**config.mk**
```make
export PLATFORM = sky130hd
export DESIGN_NAME = stepper_scheduler
export DESIGN_NICKNAME = d
export VERILOG_FILES = /design/src/rtl/stepper_scheduler.sv
export SDC_FILE = /design/constraint.sdc
export NUM_CORES = 1
export LEC_CHECK = 0
export ABC_AREA = 1
export BUFFER_PORTS_ARGS = -buffer_cell sky130_fd_sc_hd__buf_4
export CORE_ASPECT_RATIO = 2
export CORE_MARGIN = 2
export CORE_UTILIZATION = 56
export DETAILED_ROUTE_END_ITERATION = 8
export PLACE_DENSITY = 0.87
export SLEW_MARGIN = 20
export SYNTH_ARGS = -nofsm -noshare
export SYNTH_HDL_FRONTEND = slang
export SYNTH_SLANG_ARGS = --single-unit
```
**constraint.sdc**
```tcl
create_clock -name clock -period 3.82 [get_ports clock]
set_clock_uncertainty 0.1 [all_clocks]
set_input_delay 0 -clock clock [delete_from_list [all_inputs] [get_ports clock]]
set_output_delay 0 -clock clock [all_outputs]
set_load 0.005 [all_outputs]
```
**src/rtl/stepper_scheduler.sv**
```systemverilog
// stepper_scheduler
// Sequences the turret stepper motor from direction/step commands. Commands
// land in a single pending register and are taken from IDLE/OFF on the
// following edge. Each move produces full-step coil phases at a fixed rate.
// Absolute position is tracked against symmetric travel limits. A settle
// period ends each move with a move_done pulse. The coils are de-energized
// after a long idle hold.
//
// Ports:
//   clock      system clock
//   reset      asynchronous, active-low reset
//   cmd_valid  single-cycle command strobe
//   cmd_dir    0 = left (position decreases), 1 = right (position increases)
//   cmd_steps  number of steps requested
//   coils      coil drive pattern, phases A,B,A',B' as bits [3:0]
//   busy       high in STEP and SETTLE
//   position   signed absolute position in steps
//   at_limit   sticky flag: a step was refused at a travel limit
//   move_done  one-cycle pulse when a move completes
module stepper_scheduler #(
    parameter logic [15:0] STEP_DIV      = 16'd50000,
    parameter logic [15:0] SETTLE_CYCLES = 16'd25000,
    parameter logic [23:0] HOLD_CYCLES   = 24'd5000000,
    parameter logic [15:0] POS_LIMIT     = 16'd200
) (
    input  logic        clock,
    input  logic        reset,
    input  logic        cmd_valid,
    input  logic        cmd_dir,
    input  logic [7:0]  cmd_steps,
    output logic [3:0]  coils,
    output logic        busy,
    output logic [15:0] position,
    output logic        at_limit,
    output logic        move_done
);

    typedef enum logic [1:0] {IDLE, STEP, SETTLE, OFF} state_t;

    localparam logic signed [16:0] LIM_POS = $signed({1'b0, POS_LIMIT});
    localparam logic signed [16:0] LIM_NEG = -LIM_POS;

    state_t      state, state_n;
    logic [1:0]  phase_idx, phase_idx_n;
    logic [15:0] position_n;
    logic        at_limit_n, limit_dir, limit_dir_n;
    logic        move_done_n;
    logic        energized, energized_n;
    logic        pend_valid, pend_valid_n, pend_dir, pend_dir_n;
    logic [7:0]  pend_steps, pend_steps_n;
    logic        dir_q, dir_n;
    logic [7:0]  rem, rem_n;
    logic [15:0] cnt, cnt_n;
    logic [23:0] hold_cnt, hold_n;

    logic        adv_dir, take, advance, last_step, limit_hit;
    logic signed [16:0] pos_try;

    // State register. The pending command is lost on reset along with
    // everything else.
    always_ff @(posedge clock or negedge reset) begin
        if (!reset) begin
            state      <= IDLE;
            phase_idx  <= 2'd0;
            position   <= 16'd0;
            at_limit   <= 1'b0;
            limit_dir  <= 1'b0;
            move_done  <= 1'b0;
            energized  <= 1'b0;
            pend_valid <= 1'b0;
            pend_dir   <= 1'b0;
            pend_steps <= 8'd0;
            dir_q      <= 1'b0;
            rem        <= 8'd0;
            cnt        <= 16'd0;
            hold_cnt   <= 24'd0;
        end else begin
            state      <= state_n;
            phase_idx  <= phase_idx_n;
            position   <= position_n;
            at_limit   <= at_limit_n;
            limit_dir  <= limit_dir_n;
            move_done  <= move_done_n;
            energized  <= energized_n;
            pend_valid <= pend_valid_n;
            pend_dir   <= pend_dir_n;
            pend_steps <= pend_steps_n;
            dir_q      <= dir_n;
            rem        <= rem_n;
            cnt        <= cnt_n;
            hold_cnt   <= hold_n;
        end
    end

    // Next-state logic. Every command goes through the pending register, so a
    // strobe at edge E is taken at E+1. On that edge the first advance happens
    // directly. The same path handles SETTLE-final hand-off, overwrite and
    // zero-step commands. The divider and settle timers share one counter
    // because they are never active at the same time.
    always_comb begin
        state_n      = state;
        phase_idx_n  = phase_idx;
        position_n   = position;
        at_limit_n   = at_limit;
        limit_dir_n  = limit_dir;
        move_done_n  = 1'b0;
        energized_n  = energized;
        pend_valid_n = pend_valid;
        pend_dir_n   = pend_dir;
        pend_steps_n = pend_steps;
        dir_n        = dir_q;
        rem_n        = rem;
        cnt_n        = cnt;
        hold_n       = hold_cnt;
        adv_dir      = dir_q;
        take         = 1'b0;
        advance      = 1'b0;
        last_step    = 1'b0;
        limit_hit    = 1'b0;
        pos_try      = 17'sd0;

        case (state)
            IDLE, OFF: begin
                if (pend_valid) begin
                    take        = 1'b1;
                    energized_n = 1'b1;
                    hold_n      = 24'd0;
                    dir_n       = pend_dir;
                    adv_dir     = pend_dir;
                    if (pend_steps == 8'd0) begin
                        move_done_n = 1'b1;
                        state_n     = IDLE;
                    end else begin
                        advance   = 1'b1;
                        last_step = (pend_steps == 8'd1);
                        rem_n     = pend_steps - 8'd1;
                    end
                end else if (state == IDLE) begin
                    if (hold_cnt == HOLD_CYCLES - 24'd1 && !cmd_valid) begin
                        state_n     = OFF;
                        energized_n = 1'b0;
                        hold_n      = 24'd0;
                    end else begin
                        hold_n = hold_cnt + 24'd1;
                    end
                end
            end
            STEP: begin
                if (cnt == STEP_DIV - 16'd1) begin
                    advance   = 1'b1;
                    last_step = (rem == 8'd1);
                    rem_n     = rem - 8'd1;
                end else begin
                    cnt_n = cnt + 16'd1;
                end
            end
            SETTLE: begin
                if (cnt == SETTLE_CYCLES - 16'd1) begin
                    move_done_n = 1'b1;
                    state_n     = IDLE;
                    hold_n      = 24'd0;
                    cnt_n       = 16'd0;
                end else begin
                    cnt_n = cnt + 16'd1;
                end
            end
            default: state_n = IDLE;
        endcase

        // Limit check happens before the advance. The 17-bit sum keeps a
        // +/-1 step from wrapping around the 16-bit position range.
        if (advance) begin
            pos_try   = adv_dir ? ($signed({position[15], position}) + 17'sd1)
                                : ($signed({position[15], position}) - 17'sd1);
            limit_hit = (pos_try > LIM_POS) || (pos_try < LIM_NEG);
            cnt_n     = 16'd0;
            if (limit_hit) begin
                at_limit_n  = 1'b1;
                limit_dir_n = adv_dir;
                rem_n       = 8'd0;
                state_n     = SETTLE;
            end else begin
                phase_idx_n = adv_dir ? phase_idx + 2'd1 : phase_idx - 2'd1;
                position_n  = pos_try[15:0];
                if (at_limit && adv_dir != limit_dir) begin
                    at_limit_n = 1'b0;
                end
                state_n = last_step ? SETTLE : STEP;
            end
        end

        // A new strobe always wins, even on the edge that consumes the old one.
        if (cmd_valid) begin
            pend_valid_n = 1'b1;
            pend_dir_n   = cmd_dir;
            pend_steps_n = cmd_steps;
        end else if (take) begin
            pend_valid_n = 1'b0;
        end
    end

    // Full-step phase table. The coils stay dark until the first command
    // after reset, and after the hold timeout.
    always_comb begin
        case (phase_idx)
            2'd0:    coils = 4'b1100;
            2'd1:    coils = 4'b0110;
            2'd2:    coils = 4'b0011;
            default: coils = 4'b1001;
        endcase
        if (!energized) begin
            coils = 4'b0000;
        end
    end

    assign busy = (state == STEP) || (state == SETTLE);

endmodule

```
# Word level (Yosys, flattened, before mapping)
# Index checks and enable logic that the tools add are counted.
# word_totals
n_memories	0
ff_bits	83
romBits	0
out_inout_bits	23
ramBits	0
latchBits	0
# classes
n_div	0
n_mux	51
magnitude_cmp	2
shift	0
multipliers	0
reduce_logical	23
n_bitwise	1
n_addsub	8
eq_ne	18
# op_table
cell	n
24-bit 2-to-1 mux	4
16-bit 2-to-1 mux	3
24-bit one-hot mux with 2 select lines	1
8-bit 2-to-1 mux	5
16-bit one-hot mux with 2 select lines	1
24-bit by 1-bit adder with 24-bit output (second input constant)	1
24-bit by 23-bit equality test with 1-bit output (second input constant)	1
1-bit 2-to-1 mux	20
2-bit 2-to-1 mux	9
16-bit by 2-bit adder with 17-bit output (second input constant)	1
17-bit by 9-bit > comparator with 1-bit output (second input constant)	1
17-bit by 9-bit < comparator with 1-bit output (second input constant)	1
17-bit 2-to-1 mux	1
16-bit by 2-bit subtractor with 17-bit output (second input constant)	1
16-bit by 1-bit adder with 16-bit output (second input constant)	1
16-bit by 15-bit equality test with 1-bit output (second input constant)	1
16-bit equality test (second input constant)	1
8-bit by 1-bit equality test with 1-bit output (second input constant)	2
8-bit one-hot mux with 2 select lines	1
8-bit by 1-bit subtractor with 8-bit output (second input constant)	2
4-bit inequality test (second input constant)	3
4-bit one-hot mux with 3 select lines	1
2-bit nonzero test	5
3-bit inequality test (second input constant)	3
20 further kinds	33

# Depth between registers and ports, before layout
# Gate-level depths: netlist of the first run.
# logic_depth
word_depth	8
depth_mapped	24
ltp_nobuf	23

# Worst setup path after synthesis of the first run
# No wires, ideal clock.
# synth_timing
kind	reg2reg
from	register state[0]
to	register position[4]
path_stages_with_launch	23
path_buffers	1
setup_slack_ns	-0.087
arrival_ns	3.688
period_less_slack_ns	3.907
path_cell_list	dfrtp_1 > inv_1 > ha_1 > nor2_1 > inv_1 > o21ai_1 > inv_1 > fa_1 > inv_1 > nand3_1 > nand2_1 > nand3_1 > nand3_1 > nand2_1 > nand2_1 > nand3_1 > nor2_1 > nand3_2 > nand2_4 > nand2_4 > buf_6 > nand2_2 > o21ai_2
# synth_via
elab_chain_cells	8
word_cells_on_any_way	12
# synth_lines
item	line	text
start: declaration	43	state_t state, state_n;
start signal: assignment	78	state <= state_n;
2-bit equality test or 2-bit zero test (tied branches)	122	case (state)
2-bit OR reduction *	122	
1-bit 2-to-1 mux *	122	
net adv_dir	56	logic adv_dir, take, advance, last_step, limit_hit;
17-bit 2-to-1 mux *	173	pos_try = adv_dir ? ($signed({position[15], position}) + 17'sd1)
17-bit by 9-bit > comparator with 1-bit output or 17-bit by 9-bit < comparator with 1-bit output (tied branches)	175	limit_hit = (pos_try > LIM_POS) || (pos_try < LIM_NEG);
1-bit logical OR	175	
1-bit inverter (no line)	n/a	
2-bit AND reduction (no line)	n/a	
end signal: assignment	80	position <= position_n;
end: declaration	33	output logic [15:0] position,
# Mark *: on every way through the listed nets, which the timed path passes. The rest lies on a longest branch.
# A chain may end at the register's enable or synchronous reset.

# Worst setup path after layout of the first run
# layout_timing
from	register state[0]
to	register phase_idx[0]
# layout_via
elab_chain_cells	8
word_cells_on_any_way	13
# layout_lines
item	line	text
2-bit equality test or 2-bit zero test (tied branches)	122	
2-bit OR reduction	122	
1-bit 2-to-1 mux	122	
17-bit 2-to-1 mux	173	
17-bit by 9-bit > comparator with 1-bit output or 17-bit by 9-bit < comparator with 1-bit output (tied branches)	175	
1-bit logical OR	175	
1-bit inverter (no line)	n/a	
2-bit AND reduction (no line)	n/a	
end signal: assignment	79	phase_idx <= phase_idx_n;
end: declaration	44	logic [1:0] phase_idx, phase_idx_n;
# Parallel ways exist; a longest one is shown, timed or not.

==> results of run 1 <==
## through the flow
stage	total power, W	area (um^2)	hold WS [ps]	utilization (%)
global placement	0.00487	6470	105	60.2
finish	0.00643	7230	165	67.3
CTS	0.00602	7080	332	65.9
floorplan	0.00412	6100	-396	-
detailed placement	0.00503	6470	105	60.2
global route	0.00691	7230	263	67.3
## logic make-up (layout without fill, tap and decap cells)
kind of cell	count (synthesis)	count (layout)	share of synthesized area [%]
xor gates and xnor gates	27	27	3.88
DFF	83	83	34.0
AOI/OAI and AO/OA	103	103	10.1
adders and majority gates	31	31	6.48
and+or+nand+nor	477	478	35.1
buffers and inverters	155	228	10.4
## Yosys cell counts (2+ instances only)
library cell and instances:
nand2_1 239, inv_1 125, dfrtp_1 83, nor2_1 81, nand3_1 70, o21ai_0 33, a21oi_1 30, ha_1 30
xor2_1 22, nor3_1 20, nand4_1 19, nand2_2 15, inv_2 14, nand3_2 9, o21ai_2 8, nor4_1 7
o21ai_1 6, o31ai_1 6, buf_2 5, buf_6 5, xnor2_1 5, a22oi_1 4, clkbuf_1 4, or2_2 4
nand3b_1 3, o22ai_1 3, buf_4 2, nand2_4 2, nor2_2 2, o2111ai_1 2, o211ai_1 2, o221ai_1 2
## worst min-delay path by stage
stage | start | end | slack [ps] | cells past startpoint
3_3_place_gp | cmd_steps[5] | pend_steps[5]$_DFFE_PN0P_ | 100 | 3
5_1_grt | reset | position[10]$_DFFE_PN0P_ | 260 | 2
3_5_place_dp | cmd_steps[6] | pend_steps[6]$_DFFE_PN0P_ | 100 | 3
6_report | reset | position[10]$_DFFE_PN0P_ | 160 | 2
2_1_floorplan | reset | at_limit$_DFFE_PN0P_ | -400 | 0
4_1_cts | reset | position[3]$_DFFE_PN0P_ | 330 | 2
## metal layers
layer  vias to the layer above  share of wire (%)
li1                       2971                  -
met1                      2933                 39
met2                       294                 52
met3                        67                5.5
met4                         0                3.2
met5                         -                  0
## registers in the layout, indices dropped and copies added (netlist names)
| name | count |
|---|---|
| hold_cnt | 24 |
| cnt | 16 |
| position | 16 |
| pend_steps | 8 |
| rem | 8 |
| phase_idx | 2 |
| state | 2 |
| at_limit | 1 |
| dir_q | 1 |
| energized | 1 |
| limit_dir | 1 |
| move_done | 1 |
| pend_dir | 1 |
| pend_valid | 1 |
## cell type report
class,count,area (um^2)
Fill cell,853,3520
Multi-Input combinational cell,639,3500
Sequential cell,83,2080
Timing Repair Buffer,73,632
Inverter,139,522
Clock buffer,11,233
Tap cell,140,175
Clock inverter,5,85.1
## power by group through the flow
| stage | logic [W] | registers, W | clock network [W] |
|---|---|---|---|
| 2_1_floorplan | 0.00291 | 0.00121 | 0 |
| 3_3_place_gp | 0.00362 | 0.00125 | 0 |
| 3_5_place_dp | 0.00377 | 0.00126 | 0 |
| 4_1_cts | 0.00383 | 0.00124 | 0.000948 |
| 5_1_grt | 0.00466 | 0.00127 | 0.000987 |
| 6_report | 0.00423 | 0.00125 | 0.000942 |
## what timing repair did
| action | in CTS | in global routing |
|---|---|---|
| setup endpoints to repair | 11 | 30 |
| setup buffers | 0 | 3 |
| gates resized for setup | 1 | 24 |
| endpoints found under the hold margin | 93 | 0 |
| hold buffers | 29 | 0 |
| pin swaps | 0 | 4 |
| cloned | 0 | 2 |
==> results.md, run 1 <==
| Result | Reported |
|---|---|
| Worst voltage drop across the vdd grid | 0.000512 V |
| Cell taking the most area after synthesis | dfrtp_1 |
| Number of top-level pins | 35 |
| Slew margin rel. | 43.1% |
| Die area | 11800 um^2 |
| Vias/cell | 5.75 |
| Most repeated library cell on the critical path | nand2_1 |
| Worst path bufs/invs | 5 |
| Post-synthesis area per instance | 6.96 um^2 |
| Share of flip-flops with an asynchronous set or reset after synthesis | 100% |
| Relative contribution of sequential cells to total power | 19.5% |
| Vias after detailed routing | 6265 |
| Deepest level of the CTS H-tree | 3 |
| Cell count after synthesis | 876 |
| Number of remaining DRC errors | 0 |
| Clock tree from TritonCTS | yes |
| Proportion of synthesized chip area in sequential cells | 34.0% |
| Maximum buffer depth of the clock tree | 2 |
| Vias in the first global route | 5866 |
| Global router's overall resource usage | 27.8% |
| Number of sinks handled by clock tree synthesis | 83 |
| TritonRoute pass-1 iters | 5 |
| Layout cells sized above 1 | 13.8% |
| Routing usage on met3 | 4.50% |
| Leakage power | 3.61 nW |
| Ranking of synthesized cells by area | dfrtp_1, nand2_1, inv_1 |
| Kind of end point of the critical path | flop |
| Critical Path RT | 3950 ps |
| Leading cell type in the layout, fill and taps excluded | nand2_1 |
| Largest net degree at the start of global routing | 84 |
| Final count of negative-setup-slack endpoints | 0 |
| CORE AREA | 10700 um^2 |
| Delay-heaviest family, CP | simple AND/OR/NAND/NOR gates |
| Busiest layer in global routing | met2 |
| Initial Utilization | 56.8% |
| Total nets after synthesis | 919 |
| Critical Path, Cell by Cell | inv_1 -> ha_1 -> nor2_2 -> inv_1 -> o21ai_4 -> buf_6 -> ha_1 -> nand2_2 -> inv_1 -> a21oi_1 -> nand2_1 -> nand2_1 -> nand2_1 -> nand2_1 -> nand2_1 -> inv_1 -> nand2_1 -> nor2_2 -> nand3_2 -> nand2_8 -> nand2_8 -> xor2_1 |
| Layout Area Growth over Synthesis | 18.5% |
| Root buffer selected by CTS | clkbuf_16 |
| Count of maximum capacitance violations | 0 |
| DIE HEIGHT | 152 um |
| Switching part of the total power | 52.5% |
| Highest-count cells in the layout ignoring fill and taps | nand2_1, inv_1, dfrtp_1, nor2_1, nand3_1 |
| Worst endpoint data arrival time | 3870 ps |
| Number of pins exceeding their max-slew limit in the final report | 0 |
| Worst setup endpoint | phase_idx[0]$_DFFE_PN0P_ |
| Synthesized area | 6100 um^2 |
| Final estimated routing congestion in global placement | 0.947 |
| Worst r2r path cells | 22 |
| Worst R2R End | phase_idx[0]$_DFFE_PN0P_ |
| Worst path depth | 22 |
| Worst Setup Path Type | flop to flop |
| Cell Rows | 54 |
| Startpoint class of the critical path | flop |
| Critical-path cell with the highest stage delay | dfrtp_1 |
| First DRT Iteration DRCs | 663 |
| Clock power share | 14.7% |
| Switch Pwr | 0.00338 W |
| Origin of the critical flop-to-flop path | state[0]$_DFFE_PN0P_ |
| Yosys warnings | 0 |
| Number of hold violations in the final report | 0 |
| Number of nets with antenna violations after routing | 0 |
| Floorplan die width | 77.8 um |
| Post-synth EDFFs | 0 |
| Final standard cell count with taps included and fillers excluded | 1090 |
| Aggregate routed wire length | 16.7 mm |
| Proportion of power drawn by combinational gates | 65.8% |
| Register clock-pin slew on the reported worst setup and hold paths | 60 ps |
| Worst Path Max Fanout | 13 |
| Actual slew at the worst max-slew pin | 853 ps |
| Cells after DPL | 1040 |
| Design internal power | 0.00305 W |
| Number of antenna violations at the first check in global routing | 0 |
| Post-layout worst setup margin | 75.6 ps |
| Dominant register cell in the synthesized netlist | dfrtp_1 |
| Power per Cell Area | 889 nW/um^2 |
| Result of the run | completed |
| Count of input and output buffers | 34 |
| Delay of the slowest cell on the worst path | 390 ps |
| Top achievable clock speed | 267 MHz |
| Number of buffers inserted during clock tree synthesis | 9 |
| Total number of nets in the final design | 988 |
| Worst-skew pair later-pin latency | 350 ps |
| Detailed placement HPWL | 11.3 mm |
| Share of the synthesized area in the top cell type | 34.0% |
| Min-Delay Path Class | input port to asynchronous set/reset pin |
| Distinct cell type count after synthesis | 46 |
| Final critical-path required period | 3740 ps |
| Final worst path period share | 98.0% |
| Antenna fix cells | 0 |
| Minimum setup slack after placement | 70.1 ps |
| Reg-to-reg slack, setup | 80 ps |
| Global-route met1 utilization | 32.2% |
| Remaining global-route overflow | 0 |
| Global-route met2 utilization | 50.8% |
| Worst setup path start | state[0]$_DFFE_PN0P_ |
| First-pass GRT wire length | 26.3 mm |
| Final TNS setup | 0 ps |
| Register bit total from synthesis | 83 |
| Avg WL per Cell | 15.3 um |
Power figures use the tool's default switching activity.
==> run 2: changes to the inputs <==
--- a/config.mk
+++ b/config.mk
@@ -9,9 +9,9 @@
 export BUFFER_PORTS_ARGS = -buffer_cell sky130_fd_sc_hd__buf_4
 export CORE_ASPECT_RATIO = 2
 export CORE_MARGIN = 2
-export CORE_UTILIZATION = 56
+export CORE_UTILIZATION = 60
 export DETAILED_ROUTE_END_ITERATION = 8
-export PLACE_DENSITY = 0.87
+export PLACE_DENSITY = 0.89
 export SLEW_MARGIN = 20
 export SYNTH_ARGS = -nofsm -noshare
 export SYNTH_HDL_FRONTEND = slang
==> constraint.sdc (replaced) <==
create_clock -name clock -period 4.2 [get_ports clock]
set_clock_uncertainty 0.1 [all_clocks]
set_input_delay 0 -clock clock [delete_from_list [all_inputs] [get_ports clock]]
set_output_delay 0 -clock clock [all_outputs]
set_load 0.005 [all_outputs]
==> run 2 against run 1 <==
  * Flip-flop and latch count unchanged
  * Via count down 3.1%
  * Utilization up 3.2 points
  * Critical path depth did not move
  * Die area decreased by 6.4%
  * Count of clock-buffer cells in the layout unchanged
  * Global-route usage rose by 4.0 points
  * First-iteration DRC count down 42%
  * Setup slack gained 330 ps
  * Register-to-register slack improved by 330 ps
  * Critical endpoint is now position[0]$_DFFE_PN0P_
==> results.md, run 2 (same netlist as run 1, synthesis figures left out) <==
| Result | Reported | vs previous |
|---|---|---|
| Worst r2r path cells | 22 | unchanged |
| Final estimated routing congestion in global placement | 0.956 | +0.98% |
| Initial Utilization | 60.9% | +4.1 points |
| Min-Delay Path Class | input port to asynchronous set/reset pin |  |
| Vias after detailed routing | 6071 | -3.1% |
| Total number of nets in the final design | 981 | -0.71% |
| Kind of end point of the critical path | flop |  |
| Number of top-level pins | 35 | unchanged |
| First-pass GRT wire length | 27.4 mm | +4.2% |
| Number of remaining DRC errors | 0 | unchanged |
| Cell Rows | 52 | -3.7% |
| Leakage power | 3.59 nW | -0.46% |
| Worst R2R End | position[0]$_DFFE_PN0P_ |  |
| Remaining global-route overflow | 0 | unchanged |
| Number of buffers inserted during clock tree synthesis | 9 | unchanged |
| Vias/cell | 5.63 | -2.0% |
| Busiest layer in global routing | met2 |  |
| Layout cells sized above 1 | 11.8% | -2.0 points |
| Detailed placement HPWL | 11.5 mm | +2.0% |
| Number of nets with antenna violations after routing | 0 | unchanged |
| Final TNS setup | 0 ps | unchanged |
| Number of sinks handled by clock tree synthesis | 83 | unchanged |
| Critical-path cell with the highest stage delay | dfrtp_1 |  |
| Count of input and output buffers | 34 | unchanged |
| TritonRoute pass-1 iters | 5 | unchanged |
| Layout Area Growth over Synthesis | 15.8% |  |
| Highest-count cells in the layout ignoring fill and taps | nand2_1, inv_1, dfrtp_1, nor2_1, nand3_1 |  |
| Setup Buffers After CTS | 0 | unchanged |
| Result of the run | completed |  |
| Number of antenna violations at the first check in global routing | 0 | unchanged |
| Worst voltage drop across the vdd grid | 0.000535 V | +4.5% |
| Global-route met1 utilization | 32.9% | +0.70 points |
| Startpoint class of the critical path | flop |  |
| Cts hold-fix bufs | 29 | unchanged |
| Post-cts resize count | 0 | -1 |
| Deepest level of the CTS H-tree | 3 | unchanged |
| Avg WL per Cell | 14.9 um | -3.2% |
| Origin of the critical flop-to-flop path | state[0]$_DFFE_PN0P_ |  |
| Worst Path Max Fanout | 25 | +12 |
| Number of flip-flops in the largest register | 24 | unchanged |
| Slew margin rel. | 45.5% | +2.4 points |
| Antenna fix cells | 0 | unchanged |
| Routing usage on met3 | 5.59% | +1.1 points |
| CORE AREA | 10000 um^2 | -6.7% |
| Worst Setup Path Type | flop to flop |  |
| Global router's overall resource usage | 31.7% | +4.0 points |
| Root buffer selected by CTS | clkbuf_16 |  |
| Worst-skew pair later-pin latency | 340 ps | about the same |
| Count of maximum capacitance violations | 0 | unchanged |
| Maximum buffer depth of the clock tree | 2 | unchanged |
| Worst path bufs/invs | 4 | -1 |
| Final count of negative-setup-slack endpoints | 0 | unchanged |
| Actual slew at the worst max-slew pin | 818 ps | -35.4 ps |
| Register clock-pin slew on the reported worst setup and hold paths | 70 ps | about the same |
| Unrepaired setup endpoints after global routing | no |  |
| Regs by FF count | hold_cnt: 24 flops, cnt: 16 flops, position: 16 flops |  |
| Power per Cell Area | 780 nW/um^2 | -12% |
| DIE HEIGHT | 147 um | -3.3% |
| Number of hold violations in the final report | 0 | unchanged |
| Aggregate routed wire length | 16.0 mm | -4.3% |
| Delay of the slowest cell on the worst path | 400 ps | about the same |
| Largest net degree at the start of global routing | 84 | unchanged |
| Worst endpoint data arrival time | 3890 ps | +20 ps |
| Top achievable clock speed | 264 MHz | -1.2% |
| Leading cell type in the layout, fill and taps excluded | nand2_1 |  |
| Critical Path, Cell by Cell | inv_1 -> ha_1 -> nor2_1 -> inv_1 -> o21ai_1 -> buf_4 -> ha_1 -> nand2_1 -> nand2_1 -> inv_1 -> nand2_1 -> nand3_1 -> nand3_1 -> nand2_1 -> nand2_1 -> nor2_1 -> nand2_1 -> nor2_1 -> nand3_2 -> nand2_4 -> nand2_4 -> xor2_1 |  |
| Global-route met2 utilization | 55.8% | +5.0 points |
| Vias in the first global route | 6236 | +6.3% |
| Die area | 11000 um^2 | -6.4% |
| Delay-heaviest family, CP | simple AND/OR/NAND/NOR gates |  |
| Register name with the most flops | hold_cnt |  |
| Total Power | 0.00551 W | -14% |
| Reg-to-reg slack, setup | 410 ps | +330 ps |
| Floorplan die width | 75.3 um | -3.2% |
| Critical Path RT | 4300 ps | +350 ps |
| First DRT Iteration DRCs | 382 | -42% |
| Most repeated library cell on the critical path | nand2_1 |  |
| Final critical-path required period | 3790 ps | +45.5 ps |
| Final worst path period share | 90.2% | -7.8 points |
| Clock tree from TritonCTS | yes |  |
| Number of pins exceeding their max-slew limit in the final report | 0 | unchanged |
-- run 2: changes by cell type in the layout (fill, tap and decap cells not counted), moves of 2 or more --
| cell | before | now |
|---|---|---|
| buf_4 | 41 | 37 |
| ha_1 | 26 | 30 |
| ha_2 | 4 | 0 |
| nand2_8 | 4 | 0 |
| nor2_1 | 77 | 81 |
| nor2_2 | 6 | 2 |
| a21oi_1 | 28 | 30 |
| buf_6 | 3 | 1 |
| nand2_4 | 0 | 2 |
-- run 2: worst max path at each step --
stage / startpoint / slack, ps / end / cells past startpoint
3_5_place_dp: state[0]$_DFFE_PN0P_ / 520 / phase_idx[0]$_DFFE_PN0P_ / 22
2_1_floorplan: state[0]$_DFFE_PN0P_ / 290 / position[4]$_DFFE_PN0P_ / 22
3_3_place_gp: state[0]$_DFFE_PN0P_ / 630 / position[0]$_DFFE_PN0P_ / 22
5_1_grt: state[1]$_DFFE_PN0P_ / 10 / position[0]$_DFFE_PN0P_ / 22
6_report: state[0]$_DFFE_PN0P_ / 410 / position[0]$_DFFE_PN0P_ / 22
4_1_cts: state[0]$_DFFE_PN0P_ / 500 / position[0]$_DFFE_PN0P_ / 22
-- run 2: routing by layer --
metal	vias up	share of wire [%]
met5	-	0
met4	0	5.9
met3	80	4.3
met2	238	55
met1	2799	35
li1	2954	-
-- run 2: worst register-to-register path: stages, from the launching register on --
cell and delay (ps):
dfrtp_1 400, inv_1 80, ha_1 310, nor2_1 170, inv_1 100, o21ai_1 160, buf_4 280, ha_1 340
nand2_1 90, nand2_1 60, inv_1 80, nand2_1 110, nand3_1 200, nand3_1 100, nand2_1 70, nand2_1 80
nor2_1 120, nand2_1 70, nor2_1 110, nand3_2 100, nand2_4 110, nand2_4 210, xor2_1 220
-- run 2: layout make-up --
cell class,count,area (um^2)
clock inverter,5,83.8
fill,818,2960
timing repair buffer,67,579
sequential,83,2080
clock buffer,11,243
inverter,139,522
multi-input combinational,638,3390
tap,135,169
-- run 2: where the power goes --
part | internal, W | switching, W | total (W)
clock network | 0.000539 | 0.000323 | 0.000862
logic | 0.00117 | 0.00235 | 0.00352
registers | 0.000966 | 0.000164 | 0.00113
-- run 2: metrics by stage --
stage	setup slack (ps)	util (%)	instance area, um^2	hold WS, ps	instances
after global routing	12.9	70.5	7060	264	1078
after floorplan	293	-	6100	-396	876
after global placement	629	64.3	6440	102	1033
after CTS	497	70.5	7060	338	1078
after detailed placement	518	64.3	6440	105	1033
final	410	70.5	7060	172	1078
